### src/rtl/clock_monitor_pkg.sv
// Shared definitions for the clock monitor: FSM state encoding.
// Also the reference encoding for benches that check monitor state.
`timescale 1ns/1ps
package clock_monitor_pkg;

    typedef enum logic [1:0] {
        ST_IDLE    = 2'd0,
        ST_ACQUIRE = 2'd1,
        ST_LOCKED  = 2'd2
    } state_t;

    localparam int SYNC_STAGES = 2;

endpackage

### src/rtl/clock_monitor_sync_edge_detect.sv
// Two-flop synchroniser plus delay flop; one-cycle pulse on a rising edge.
// Generic enough to reuse for any slow asynchronous level input.
`timescale 1ns/1ps
module clock_monitor_sync_edge_detect (
    input  logic clock,
    input  logic reset,
    input  logic din,
    output logic rise
);

    logic s1;
    logic s2;
    logic s3;

    always_ff @(posedge clock or posedge reset) begin
        if (reset) begin
            s1 <= 1'b0;
            s2 <= 1'b0;
            s3 <= 1'b0;
        end else begin
            s1 <= din;
            s2 <= s1;
            s3 <= s2;
        end
    end

    assign rise = s2 & ~s3;

endmodule

### src/rtl/clock_monitor.sv
// Measures the period of an asynchronous clock in i_clock cycles, declares
// lock after a run of in-tolerance periods and raises a sticky fault on loss.
`timescale 1ns/1ps
module clock_monitor
    import clock_monitor_pkg::*;
#(
    parameter int EXPECTED_PERIOD = 10,
    parameter int TOLERANCE       = 1,
    parameter int LOCK_COUNT      = 8,
    parameter int TIMEOUT         = 64,
    parameter int CNT_WIDTH       = 16
) (
    input  logic                 i_clock,
    input  logic                 i_reset,
    input  logic                 i_mon_clock,
    input  logic                 i_src_valid,
    input  logic                 i_clear_fault,
    output logic                 o_locked,
    output logic                 o_fault,
    output logic [CNT_WIDTH-1:0] o_period,
    output logic                 o_period_valid
);

    localparam int GW = (LOCK_COUNT < 2) ? 1 : $clog2(LOCK_COUNT + 1);
    localparam logic [CNT_WIDTH-1:0] TMO   = CNT_WIDTH'(TIMEOUT);
    localparam logic [GW-1:0]        LCK   = GW'(LOCK_COUNT);
    localparam logic [CNT_WIDTH:0]   EXP_X = (CNT_WIDTH+1)'(EXPECTED_PERIOD);
    localparam logic [CNT_WIDTH:0]   TOL_X = (CNT_WIDTH+1)'(TOLERANCE);

    state_t               state;
    state_t               state_n;
    logic                 rise;
    logic [CNT_WIDTH-1:0] cnt;
    logic [CNT_WIDTH-1:0] period_n;
    logic [CNT_WIDTH:0]   meas_x;
    logic                 armed;
    logic                 armed_n;
    logic [GW-1:0]        gcnt;
    logic [GW-1:0]        gcnt_n;
    logic                 fault_set;
    logic                 fault_n;
    logic                 pv_n;
    logic                 good;
    logic                 tmo;
    logic                 meas;

    clock_monitor_sync_edge_detect u_sync (
        .clock (i_clock),
        .reset (i_reset),
        .din   (i_mon_clock),
        .rise  (rise)
    );

    always_ff @(posedge i_clock or posedge i_reset) begin
        if (i_reset) begin
            cnt <= '0;
        end else if (rise) begin
            cnt <= CNT_WIDTH'(1);
        end else if (cnt != TMO) begin
            cnt <= cnt + 1'b1;
        end
    end

    // Widened compare: low bound never underflows when TOLERANCE > EXPECTED.
    assign meas_x = {1'b0, cnt};
    assign good   = ((meas_x + TOL_X) >= EXP_X) && (meas_x <= (EXP_X + TOL_X));
    assign tmo    = (cnt == TMO) && !rise;
    assign meas   = rise && armed;

    always_comb begin
        state_n   = state;
        armed_n   = armed;
        gcnt_n    = gcnt;
        fault_set = 1'b0;
        pv_n      = 1'b0;
        period_n  = o_period;

        if (meas) begin
            period_n = cnt;
            pv_n     = 1'b1;
        end

        unique case (state)
            ST_IDLE: begin
                armed_n  = 1'b0;
                gcnt_n   = '0;
                pv_n     = 1'b0;
                period_n = o_period;
                state_n  = ST_ACQUIRE;
            end
            ST_ACQUIRE: begin
                if (rise) begin
                    if (!armed) begin
                        armed_n = 1'b1;
                    end else if (good) begin
                        if (gcnt + 1'b1 == LCK) begin
                            gcnt_n  = '0;
                            state_n = ST_LOCKED;
                        end else begin
                            gcnt_n = gcnt + 1'b1;
                        end
                    end else begin
                        gcnt_n = '0;
                    end
                end else if (tmo) begin
                    armed_n = 1'b0;
                    gcnt_n  = '0;
                end
            end
            ST_LOCKED: begin
                if ((rise && !good) || tmo) begin
                    fault_set = 1'b1;
                    armed_n   = 1'b0;
                    gcnt_n    = '0;
                    state_n   = ST_ACQUIRE;
                end
            end
            default: begin
                armed_n = 1'b0;
                gcnt_n  = '0;
                state_n = ST_IDLE;
            end
        endcase

        // Losing the source beats every other event in the same cycle.
        if (!i_src_valid) begin
            state_n   = ST_IDLE;
            armed_n   = 1'b0;
            gcnt_n    = '0;
            pv_n      = 1'b0;
            fault_set = 1'b0;
            period_n  = o_period;
        end

        fault_n = fault_set | (o_fault & ~i_clear_fault);
    end

    always_ff @(posedge i_clock or posedge i_reset) begin
        if (i_reset) begin
            state          <= ST_IDLE;
            armed          <= 1'b0;
            gcnt           <= '0;
            o_fault        <= 1'b0;
            o_period       <= '0;
            o_period_valid <= 1'b0;
        end else begin
            state          <= state_n;
            armed          <= armed_n;
            gcnt           <= gcnt_n;
            o_fault        <= fault_n;
            o_period       <= period_n;
            o_period_valid <= pv_n;
        end
    end

    assign o_locked = (state == ST_LOCKED);

endmodule

### config.mk
export PLATFORM = sky130hd
export DESIGN_NAME = clock_monitor
export DESIGN_NICKNAME = d
export VERILOG_FILES = /design/src/rtl/clock_monitor_pkg.sv /design/src/rtl/clock_monitor_sync_edge_detect.sv /design/src/rtl/clock_monitor.sv
export SDC_FILE = /design/constraint.sdc
export NUM_CORES = 1
export LEC_CHECK = 0
export CELL_PAD_IN_SITES_DETAIL_PLACEMENT = 1
export CELL_PAD_IN_SITES_GLOBAL_PLACEMENT = 2
export CORE_MARGIN = 2
export CORE_UTILIZATION = 37
export CTS_BUF_LIST = sky130_fd_sc_hd__clkbuf_8
export CTS_CLUSTER_DIAMETER = 60
export DETAILED_ROUTE_END_ITERATION = 8
export GPL_TIMING_DRIVEN = 0
export PLACE_DENSITY = 0.89
export SLEW_MARGIN = 20
export SYNTH_ARGS = -nofsm -noshare
export SYNTH_HDL_FRONTEND = slang
export SYNTH_HIERARCHICAL = 1
export SYNTH_SLANG_ARGS = --single-unit
### constraint.sdc
create_clock -name i_clock -period 3.2 [get_ports i_clock]
set_input_delay 0.64 -clock i_clock [delete_from_list [all_inputs] [get_ports i_clock]]
set_output_delay 0.64 -clock i_clock [all_outputs]
set_load 0.03 [all_outputs]
==> results_dict.tcl <==
set metrics [dict create \
    synth_top_family_by_area "simple AND/OR/NAND/NOR gates" \
    worst_slew_pin_slew_ns 0.875 \
    grtUsageTotal 0.161 \
    r2r_cells 10 \
    fill_cells 705 \
    die-area_um2 6900 \
    core.rowCount 28 \
    cp_cell_sequence "ha_1, and3_1, buf_2, nand2_1, nor2_1, nand4b_1, o31ai_2, buf_6, nor4_1, a211o_1" \
    cts_buffers 5 \
    muxShareOfSynthArea 0.0141 \
    grt_pass1_wl_um 9070 \
    min_path_type "reg -> reg" \
    syn_inst 245 \
    vdd_drop_max_mv 0.251 \
    crit_slowest_cell "dfrtp_1" \
    crit_fanout 10 \
    wirelength_um 5110 \
    met2_usage 0.240 \
    cp-end-kind "flip-flop" \
    critical_path_class "reg -> reg" \
    num_vias 1834 \
    hold-path-endpoint "u_sync/s2" \
    internal_power_uw 844 \
    path_clk_slew_ns 0.08 \
    cts.repair.resized 0 \
    wl_per_cell_um 14.6 \
    yosys_most_used_dff "dfrtp_1" \
    synth_fp_nets 254 \
    synth.area.top_cells "dfrtp_1, nand2_1, xnor2_1, nor2_1, xor2_1" \
    synth_top_area_cell "dfrtp_1" \
    rrSetupSlack_ns 0.69 \
    outcome "finished, final reports clean" \
    io_pins 24 \
    synth_top_area_frac 0.476 \
    fin_total_pwr_mw 1.21 \
    hold_buffers 0 \
    yosysMostFrequentCell "nand2_1" \
    cap_viol_max_count 0 \
    path_delay_family "simple AND/OR/NAND/NOR gates" \
    ys_top_cells_by_count "nand2_1, dfrtp_1, nor2_1" \
    start_kind "flip-flop" \
    clock-sinks 44 \
    p_per_area_nw_per_um2 443 \
    overflow 0 \
    r2r-end "gcnt[3]" \
    synth_fa_ha_area_frac 0.0216 \
    cts.htree.levels 2 \
    setup_viol_count_final 0 \
    synth_compound_area_frac 0.109 \
    synth_xor_area_frac 0.0643 \
    drtIter0Drc 66 \
    die_h_um 83.1 \
    fin_setup_tns_ns 0 \
    dp_hpwl_um 3710 \
    avgSynthCellArea_um2 9.45 \
    cp.required_ns 3.39 \
    first_pass_iters 4 \
    p_seq_frac 0.503 \
    switching_share 0.305 \
    finalCritPeriodShare 0.785 \
    worstHoldStart "u_sync/s1" \
    crit_buf_inv 2 \
    fin_crit_ns 2.51 \
    hold_viol_final 0 \
    via_per_inst 5.23 \
    place_congestion 0.858 \
    die_x_um 83.1 \
    clock_latency_ns 0.30 \
    relSlewSlack 0.416 \
    first_global_vias 1838 \
    cts_buffer_depth 2 \
    async_flop_share 1.00 \
    p_sw_uw 371 \
    core_um2 5990 \
    diodes 0 \
    rsz0062_at_grt "false" \
    fmax_ghz 0.398 \
    synthSimpleGateAreaFrac 0.257 \
    yosys_warnings 6 \
    drtAntennaViolNets 0 \
    reg2reg_from "cnt[0]" \
    grtUsageMet3 0.0328 \
    drc 0 \
    drv_slew 0 \
    skew_ns 0.00819 \
    use_met1 0.234 \
    min_path_cells 0 \
    combPwrFrac 0.224 \
    cts_root_buffer "clkbuf_8" \
    final_nets 285 \
    worstPathArrival_ns 2.71 \
    port-buffer-count 23 \
    synth-edff-count 0 \
    slowest_delay_ns 0.47 \
    drive_gt1_frac 0.116 \
    grt_max_degree 24 \
    start_util 0.386 \
    cellLeakagePower_nw 1.28 \
    post_synth_num_cell_types 54 \
    grt_busiest_layer "met2" \
    ys_ff_latch 44 \
    cts_tree "done" \
    synth-seq-area-share 0.476 \
    area_growth_syn_to_layout_pct 18.5 \
    clockPowerShare 0.273 \
    antenna_found_initial 0 \
    syn_area_um2 2310 \
    cts_setup_buffers 0 \
]
-- worst reg2reg max path: stages, from the launching register on --
cell and delay [ns]:
dfrtp_1 0.47, ha_1 0.26, and3_1 0.18, buf_2 0.16, nand2_1 0.14, nor2_1 0.09, nand4b_1 0.22, o31ai_2 0.37
buf_6 0.20, nor4_1 0.06, a211o_1 0.27
-- layout by cell type, fill, tap and decap left out, types with 6 or more instances in the layout --
cell type,netlist,routed
clkdlybuf4s50_1,0,23
nand3_1,7,7
xor2_1,7,7
o21ai_0,6,6
xnor2_1,10,10
nand2_1,54,54
inv_1,9,9
dfrtp_1,44,44
nor2_1,21,21
-- stage by stage --
step                      hold slack [ns]  instances  cell area [µm²]  utilization  setup slack, ns
after floorplan                     0.331        245             2310            -            0.924
final                               0.363        351             2740        0.458            0.689
after global routing                0.376        351             2740        0.458            0.478
after global placement              0.335        343             2640        0.440            0.585
after CTS                           0.368        351             2740        0.458            0.679
after detailed placement            0.349        344             2670        0.445            0.522
-- layout make-up --
type	count	area [µm²]	area share
flip-flops and latches	44	1100	0.401
multi-input cells	176	1080	0.393
repair buffers	24	258	0.0939
plain buffers	16	103	0.0374
well taps	75	93.8	0.0342
clock buffers	5	68.8	0.0251
inverters	9	33.8	0.0123
clock inverters	2	8.76	0.00319
-- layer usage --
metal  vias up  wire length (µm)
met4         0                75
met5         -                 0
met1       899              2630
li1        897                 -
met3         7               161
met2        31              2240
-- state kept, by name (all words and copies together) (netlist names) --
name / cells
cnt: 16
o_period: 16
gcnt: 4
state: 2
armed: 1
o_fault: 1
o_period_valid: 1
u_sync/s1: 1
u_sync/s2: 1
u_sync/s3: 1
-- cell families (layout without fill, tap and decap cells) --
logic type | count (synthesis) | after routing
buffers and inverters | 25 | 56
AOI/OAI and AO/OA | 34 | 34
muxes | 3 | 3
xor gates and xnor gates | 17 | 17
and+or+nand+nor | 118 | 118
DFF | 44 | 44
adders and majority gates | 4 | 4
-- worst max-delay path by stage --
stage                startpoint  slack, ns  cells past startpoint           end
floorplan                cnt[0]       0.92                     10       gcnt[3]
global placement    i_src_valid       0.58                      6  o_period[10]
detailed placement  i_src_valid       0.52                      6  o_period[10]
CTS                      cnt[0]       0.68                     10       gcnt[0]
global route             cnt[0]       0.48                     10       gcnt[3]
finish                   cnt[0]       0.69                     10       gcnt[3]
-- power groups by stage --
stage / Sequential, mW / Combinational, mW / Clock (mW)
floorplan: 0.629 / 0.186 / 0
global placement: 0.620 / 0.266 / 0
detailed placement: 0.622 / 0.273 / 0
CTS: 0.611 / 0.275 / 0.345
global route: 0.617 / 0.302 / 0.361
finish: 0.611 / 0.272 / 0.331
Power figures use the tool's default switching activity.
